**src/rtl/reg_mem_xfer_ctrl.sv**
```systemverilog
// Sequences CHIP-8 Fx55/Fx65 block transfers: one register per memory beat, then optional I update.
// Latency 2(x+1)+1 cycles at zero-wait; each XFER cycle without mem_ack stretches the beat; start is ignored while busy.
module reg_mem_xfer_ctrl #(
  parameter int I_INCREMENT = 1
) (
  input  logic        clk,
  input  logic        rst,
  input  logic        start,
  input  logic        op_load,
  input  logic [3:0]  last_x,
  input  logic [15:0] i_rd,
  output logic [3:0]  x_sel,
  input  logic [7:0]  vx,
  output logic        wx,
  output logic [7:0]  nx,
  output logic        i_en,
  output logic [15:0] i_wr,
  output logic        mem_req,
  output logic        mem_we,
  output logic [11:0] mem_addr,
  output logic [7:0]  mem_wdata,
  input  logic [7:0]  mem_rdata,
  input  logic        mem_ack,
  output logic        busy,
  output logic        done
);

  typedef enum logic [1:0] {IDLE, XFER, STEP, FIN} state_t;

  state_t      state;
  logic        op;
  logic [3:0]  lx;
  logic [3:0]  idx;
  logic [15:0] base;
  logic [3:0]  idx_nxt;

  assign idx_nxt = idx + 4'd1;

  // Vx follows x_sel combinationally, so store data is taken straight from the register file.
  assign mem_wdata = (mem_req && mem_we) ? vx : 8'd0;

  always_ff @(posedge clk) begin
    if (rst) begin
      state    <= IDLE;
      op       <= 1'b0;
      lx       <= 4'd0;
      idx      <= 4'd0;
      base     <= 16'd0;
      x_sel    <= 4'd0;
      wx       <= 1'b0;
      nx       <= 8'd0;
      i_en     <= 1'b0;
      i_wr     <= 16'd0;
      mem_req  <= 1'b0;
      mem_we   <= 1'b0;
      mem_addr <= 12'd0;
      busy     <= 1'b0;
      done     <= 1'b0;
    end else begin
      wx   <= 1'b0;
      i_en <= 1'b0;
      done <= 1'b0;
      unique case (state)
        IDLE: begin
          if (start) begin
            op       <= op_load;
            lx       <= last_x;
            base     <= i_rd;
            idx      <= 4'd0;
            x_sel    <= 4'd0;
            mem_req  <= 1'b1;
            mem_we   <= ~op_load;
            mem_addr <= i_rd[11:0];
            busy     <= 1'b1;
            state    <= XFER;
          end
        end
        XFER: begin
          if (mem_ack) begin
            mem_req <= 1'b0;
            mem_we  <= 1'b0;
            if (op) begin
              wx <= 1'b1;
              nx <= mem_rdata;
            end
            state <= STEP;
          end
        end
        STEP: begin
          if (idx == lx) begin
            done <= 1'b1;
            if (I_INCREMENT != 0) begin
              i_en <= 1'b1;
              i_wr <= base + {12'd0, lx} + 16'd1;
            end
            state <= FIN;
          end else begin
            idx      <= idx_nxt;
            x_sel    <= idx_nxt;
            mem_req  <= 1'b1;
            mem_we   <= ~op;
            mem_addr <= base[11:0] + {8'd0, idx_nxt};
            state    <= XFER;
          end
        end
        FIN: begin
          busy  <= 1'b0;
          x_sel <= 4'd0;
          state <= IDLE;
        end
        default: state <= IDLE;
      endcase
    end
  end

endmodule
```
**config.mk**
```make
export PLATFORM = sky130hd
export DESIGN_NAME = reg_mem_xfer_ctrl
export DESIGN_NICKNAME = d
export VERILOG_FILES = /design/src/rtl/reg_mem_xfer_ctrl.sv
export SDC_FILE = /design/constraint.sdc
export NUM_CORES = 1
export LEC_CHECK = 0
export BUFFER_PORTS_ARGS = -buffer_cell sky130_fd_sc_hd__buf_2
export CAP_MARGIN = 5
export CORE_MARGIN = 4
export CORE_UTILIZATION = 48
export DETAILED_ROUTE_END_ITERATION = 8
export PLACE_DENSITY = 0.73
export SLEW_MARGIN = 0
export SYNTH_ARGS = -nofsm -noshare
export SYNTH_HDL_FRONTEND = slang
export SYNTH_SLANG_ARGS = --single-unit
```
**constraint.sdc**
```tcl
create_clock -name clk -period 2.3 [get_ports clk]
set_input_delay 0.46 -clock clk [delete_from_list [all_inputs] [get_ports clk]]
set_output_delay 0.46 -clock clk [all_outputs]
set_load 0.01 [all_outputs]
```
# Yosys cells after proc, flatten, opt, wreduce, memory -nomap -nowiden

Cells that the tools add are included.

Bits in writable memories: 0
Memories kept: 0
Memory bits (read-only): 0
Latch bits: 0
Flip-flop bits (word level): 72
Logic and storage cells: 68

Shift operators: 0
$lt $le $gt $ge: 0
Multipliers: 0
Bitwise operators: 5
Equal/unequal tests: 7
Divide/modulo/power cells: 0
Multiplexer cells: 22
Reductions and logical operators: 16
Add/sub/neg operators: 4

Operator list:

| kind                    | number |
|---|---|
| $mux W12                | 2 |
| $pmux W12 S2            | 1 |
| $add A16 B1 Y16 const B | 1 |
| $add A16 B4 Y16         | 1 |
| $add A12 B4 Y12         | 1 |
| $pmux W4 S3             | 1 |
| $reduce_and A3 Y1       | 3 |
| $mux W4                 | 2 |
| $mux W8                 | 1 |
| $pmux W2 S4             | 1 |
| $pmux W4 S2             | 1 |
| $reduce_and A2 Y1       | 4 |
| $mux W1                 | 7 |
| $mux W2                 | 3 |
| $ne A2 B2 Y1 const B    | 3 |
| $pmux W1 S3             | 2 |
| $reduce_bool A3 Y1      | 2 |
| $not A1 Y1              | 5 |
| $add A4 B1 Y4 const B   | 1 |
| $eq A2 B2 Y1 const B    | 2 |
| $eq A4 B4 Y1            | 1 |
| $reduce_and A4 Y1       | 1 |
| $reduce_bool A2 Y1      | 2 |
| $reduce_or A3 Y1        | 1 |
| other kinds (5)         | 5 |

# Longest topological paths before layout

Depth in word-level cells: 4
Gate-level depth with buffers: 9

# Worst setup path after synthesis

OpenSTA, ideal clock, no wires.

Path kind: flip-flop to flip-flop
Start point: reg idx[0]
End point: reg mem_addr[6]
Arrival time: 2.249 ns
Cell stages (with the launch flop): 10
Slack: -0.019 ns
Library setup time: 0.070 ns
Period minus slack after synthesis: 2.319 ns
Path through: dfxtp_1 > ha_1 > nor2b_1 > or2_2 > ha_1 > a211oi_1 > or3_1 > xor2_1 > a211o_1 > a21oi_1

Longest elaborated chain between the ends: 4

Ends and longest elaborated chain:

| element                  | line | text |
|---|---|---|
| start: declaration       | 33   | `logic [3:0] idx;` |
| start signal: assignment | 98   | `idx <= idx_nxt;` |
| $add A4 B1 Y4            | 37   | `assign idx_nxt = idx + 4'd1;` |
| $add A12 B4 Y12          | 102  | `mem_addr <= base[11:0] + {8'd0, idx_nxt};` |
| $mux W12                 | 90   | `if (idx == lx) begin` |
| $pmux W12 S2             | 63   | `unique case (state)` |
| end signal: assignment   | 73   | `mem_addr <= i_rd[11:0];` |
| end signal: assignment   | 102  |  |
| end: declaration         | 20   | `output logic [11:0] mem_addr,` |

Parallel ways exist; a longest one is shown, timed or not. The select of a mux whose other input is x is not followed.
A chain may end at the register's enable or synchronous reset.

# Final worst setup path

Same ends and word-level chain as after synthesis.

==> metrics.md <==
| Metric | Value |
|---|---|
| Status | `completed` |
| Largest net degree at the start of global routing | `30` |
| Initial antenna violation count | `0` |
| WL final | `9560 um` |
| Total power | `0.00397 W` |
| GRT Total Usage | `21.9%` |
| Global-route wire length before repair | `around 16000 um` |
| Leading cell type by number of instances after synthesis | `nand2_1` |
| Cell row count | `31` |
| Number of synthesized flops with an enable pin | `0` |
| Total CTS buffers | `9` |
| Core Util, Final | `around three fifths` |
| Type of origin of the critical path | `register` |
| Worst Hold Path EP | `nx[5]$_SDFFE_PP0P_` |
| Worst Setup SP | `idx[0]$_SDFFE_PP0P_` |
| TritonCTS clock tree | `yes` |
| Ys flop type | `dfxtp_1` |
| Crit Path Class | `register to register` |
| WP buf/inv | `0` |
| Final period utilization | `96.1%` |
| Seq pwr share | `about two fifths` |
| Seq/Total Area, Yosys | `about two fifths` |
| Crit-path max cell delay | `0.34 ns` |
| Critical-path top delay cell | `dfxtp_2` |
| Initial Util | `about half` |
| Endpoint type of the worst setup path | `register` |
| Antenna viol nets, final | `0` |
| Final min period | `roughly 2.2 ns` |
| Pleak | `1.94 nW` |
| Fill cells | `674` |
| Nets | `593` |
| Worst hold-check path type | `primary input to register` |
| Setup TNS | `0 ns` |
| Worst-Skew Late Latency | `0.35 ns` |
| RePlAce Congestion | `0.856` |
| DR WL/cell | `14.9 um` |
| R2R Path End | `mem_addr[6]$_SDFFE_PP0P_` |
| Die ar. | `slightly above 0.009 mm^2` |
| H-tree levels | `3` |
| ANT cells | `0` |
| Cells after Synth | `442` |
| WHS Path Cells | `3` |
| Synthesized area per cell | `8.32 um^2` |
| Switching Power | `0.00145 W` |
| Max cap viols | `0` |
| Syn Nets | `~500` |
| CTS Sinks | `72` |
| Core area | `0.00733 mm^2` |
| Hold path start | `mem_rdata[5]` |
| CTS max path bufs | `2` |
| Io pins | `95` |
| Yosys cell types | `49` |
| Worst Path Required | `2.58 ns` |
| Synth Register Bits | `72` |
| P_int | `0.00252 W` |
| Die height | `about 96 um` |
| Starting DRT DRC Count | `271` |
| Relative slew slack | `66.6%` |
| Max Slew Vio Count | `0` |
| Area grow syn2layout | `23.0%` |
| DRC viols | `0` |
| Worst vdd ir | `451 uV` |
| R2r startpoint | `idx[0]$_SDFFE_PP0P_` |
| Die Wd | `95.5 um` |
| Ranking of synthesized cells by area | `dfxtp_1 (39%), nand2_1 (7.8%), a21oi_1 (6.5%)` |
| Clock skew | `~0.0095 ns` |
| Worst reg-to-reg path cell count | `9` |
| Sw Ratio | `36.6%` |
| # port buffers | `94` |
| Ys async rst share | `0%` |
| Number of global-route vias before repair | `3285` |
| Synth top cells by count | `nand2_1 (76), dfxtp_1 (72), a21oi_1 (48), nor2_1 (38), a211oi_1 (25)` |
| Mean number of vias per cell | `between 5 and 6` |
| Hold Vio Cnt, Final | `0` |
| Synthesized cell area | `0.00368 mm^2` |
| Delay-heaviest family, CP | `simple AND/OR/NAND/NOR gates` |
| PwrDens | `878 mW/mm^2` |
| Largest fanout on the critical path | `5` |
| RSZ-0062 raised after global routing | `false` |
| Master cell of the clock root buffer | `clkbuf_8` |
| Clock power frac | `25.4%` |
| DR vias | `3417` |
| Actual slew at the worst max-slew pin | `0.501 ns` |
| Crit path DAT | `2.49 ns` |
| R2r setup slk | `0.09 ns` |
| Aggregate global routing overflow | `0` |
| DPL Wire Length | `6950 um` |
| Reg clk slew, reported paths | `0.08 ns` |
| CP dominant cell by count | `ha_4` |
| Fmax | `452 MHz` |
| Post-synth top area cell | `dfxtp_1` |
| 1st-pass router iterations | `4` |
| Setup Viol. Count Final | `0` |
| Layout cells sized above 1 | `roughly 29%` |
| Combinational share of power | `33.4%` |
| Worst path cell trace | `ha_4 -> nor2b_4 -> or2_4 -> ha_4 -> a211oi_2 -> or3_1 -> xor2_1 -> a211o_1 -> a21oi_2` |
| Area share of the largest cell type after synthesis | `~39%` |
| Synth warn | `0` |
-- kinds of logic after synthesis --
| kind of cell | Yosys count | share of synthesized area, % |
|---|---|---|
| buf+inv | 40 | 5.75 |
| mux | 8 | 2.18 |
| flops | 72 | 39.2 |
| xor+xnor | 21 | 5.00 |
| compound gates | 112 | 19.5 |
| fa+ha+maj | 16 | 5.85 |
| simple gates | 173 | 22.6 |
-- flip-flops by register name, summed over array words and instances, names as in the netlist, 2 cells and up --
name and cells:
base 16, i_wr 16, mem_addr 12, nx 8
idx 4, lx 4, x_sel 4, state 2
-- final cells by class --
cell class                      count  area [um^2]  share of cell area (%)
Clock buffer                       11          141                    3.13
Clock inverter                      5         56.3                    1.25
Inverter                           12         45.0                   0.996
Multi-Input combinational cell    330         2110                    46.7
Sequential cell                    72         1450                    32.0
Tap cell                           99          124                    2.74
Timing Repair Buffer              111          598                    13.2
-- worst max-delay path by stage --
stage	to	slack [ns]	cells after the start
final	mem_addr[6]$_SDFFE_PP0P_	0.09	9
after CTS	mem_addr[9]$_SDFFE_PP0P_	0.01	10
after detailed placement	mem_addr[10]$_SDFFE_PP0P_	-0.02	9
after global routing	mem_addr[6]$_SDFFE_PP0P_	0.005	9
after global placement	mem_addr[6]$_SDFFE_PP0P_	0.03	9
after floorplan	mem_addr[6]$_SDFFE_PP0P_	0.03	9
-- routing by layer --
metal	part of all wire, %	track usage, %
met1	46	29.9
met2	48	34.5
met3	5.5	3.95
met4	1.3	7.70
met5	0	0
-- worst reg2reg max path, stage by stage, from the launching register on --
cell,delay (ns)
dfxtp_2,0.34
ha_4,0.16
nor2b_4,0.12
or2_4,0.26
ha_4,0.30
a211oi_2,0.06
or3_1,0.33
xor2_1,0.16
a211o_1,0.27
a21oi_2,0.13
-- stage by stage --
step / hold slack (ns) / std cells / setup slack, ns / instance area [um^2]
after global routing: 0.324 / 640 / 0.00519 / 4520
after detailed placement: 0.448 / 621 / -0.0161 / 4220
after CTS: 0.329 / 638 / 0.0140 / 4430
after floorplan: 0.448 / 442 / 0.0298 / 3690
after global placement: 0.439 / 621 / 0.0271 / 4220
final: 0.339 / 640 / 0.0895 / 4520
-- layout by cell type (no fill, tap or decap), types with 4 or more instances in the layout --
cell type	instances
dfxtp_1	69
buf_2	94
xnor2_1	12
mux2i_1	8
nor2_1	38
nand4_1	4
inv_1	12
a211oi_1	20
nand3b_1	7
o211ai_1	5
or3_1	4
and2_1	4
clkbuf_8	10
a211oi_2	5
xor2_1	9
nand2_1	76
a21oi_1	46
buf_4	17
o21ai_0	10
and3_1	15
ha_1	11
nand2b_1	6
-- what timing repair did --
action,in CTS,in global routing
setup endpoints to repair,5,14
gates resized for setup,2,22
setup buffers,1,2
pin swaps,1,9
hold buffers,0,0
-- power by group through the flow --
| stage | Combinational, W | Clock [W] | Sequential [W] |
|---|---|---|---|
| floorplan | 0.000861 | 0 | 0.00167 |
| global placement | 0.00126 | 0 | 0.00165 |
| detailed placement | 0.00128 | 0 | 0.00165 |
| CTS | 0.00129 | 0.00102 | 0.00163 |
| global route | 0.00148 | 0.00109 | 0.00166 |
| finish | 0.00133 | 0.00101 | 0.00163 |
No activity file was read; power rests on OpenSTA's default activity.
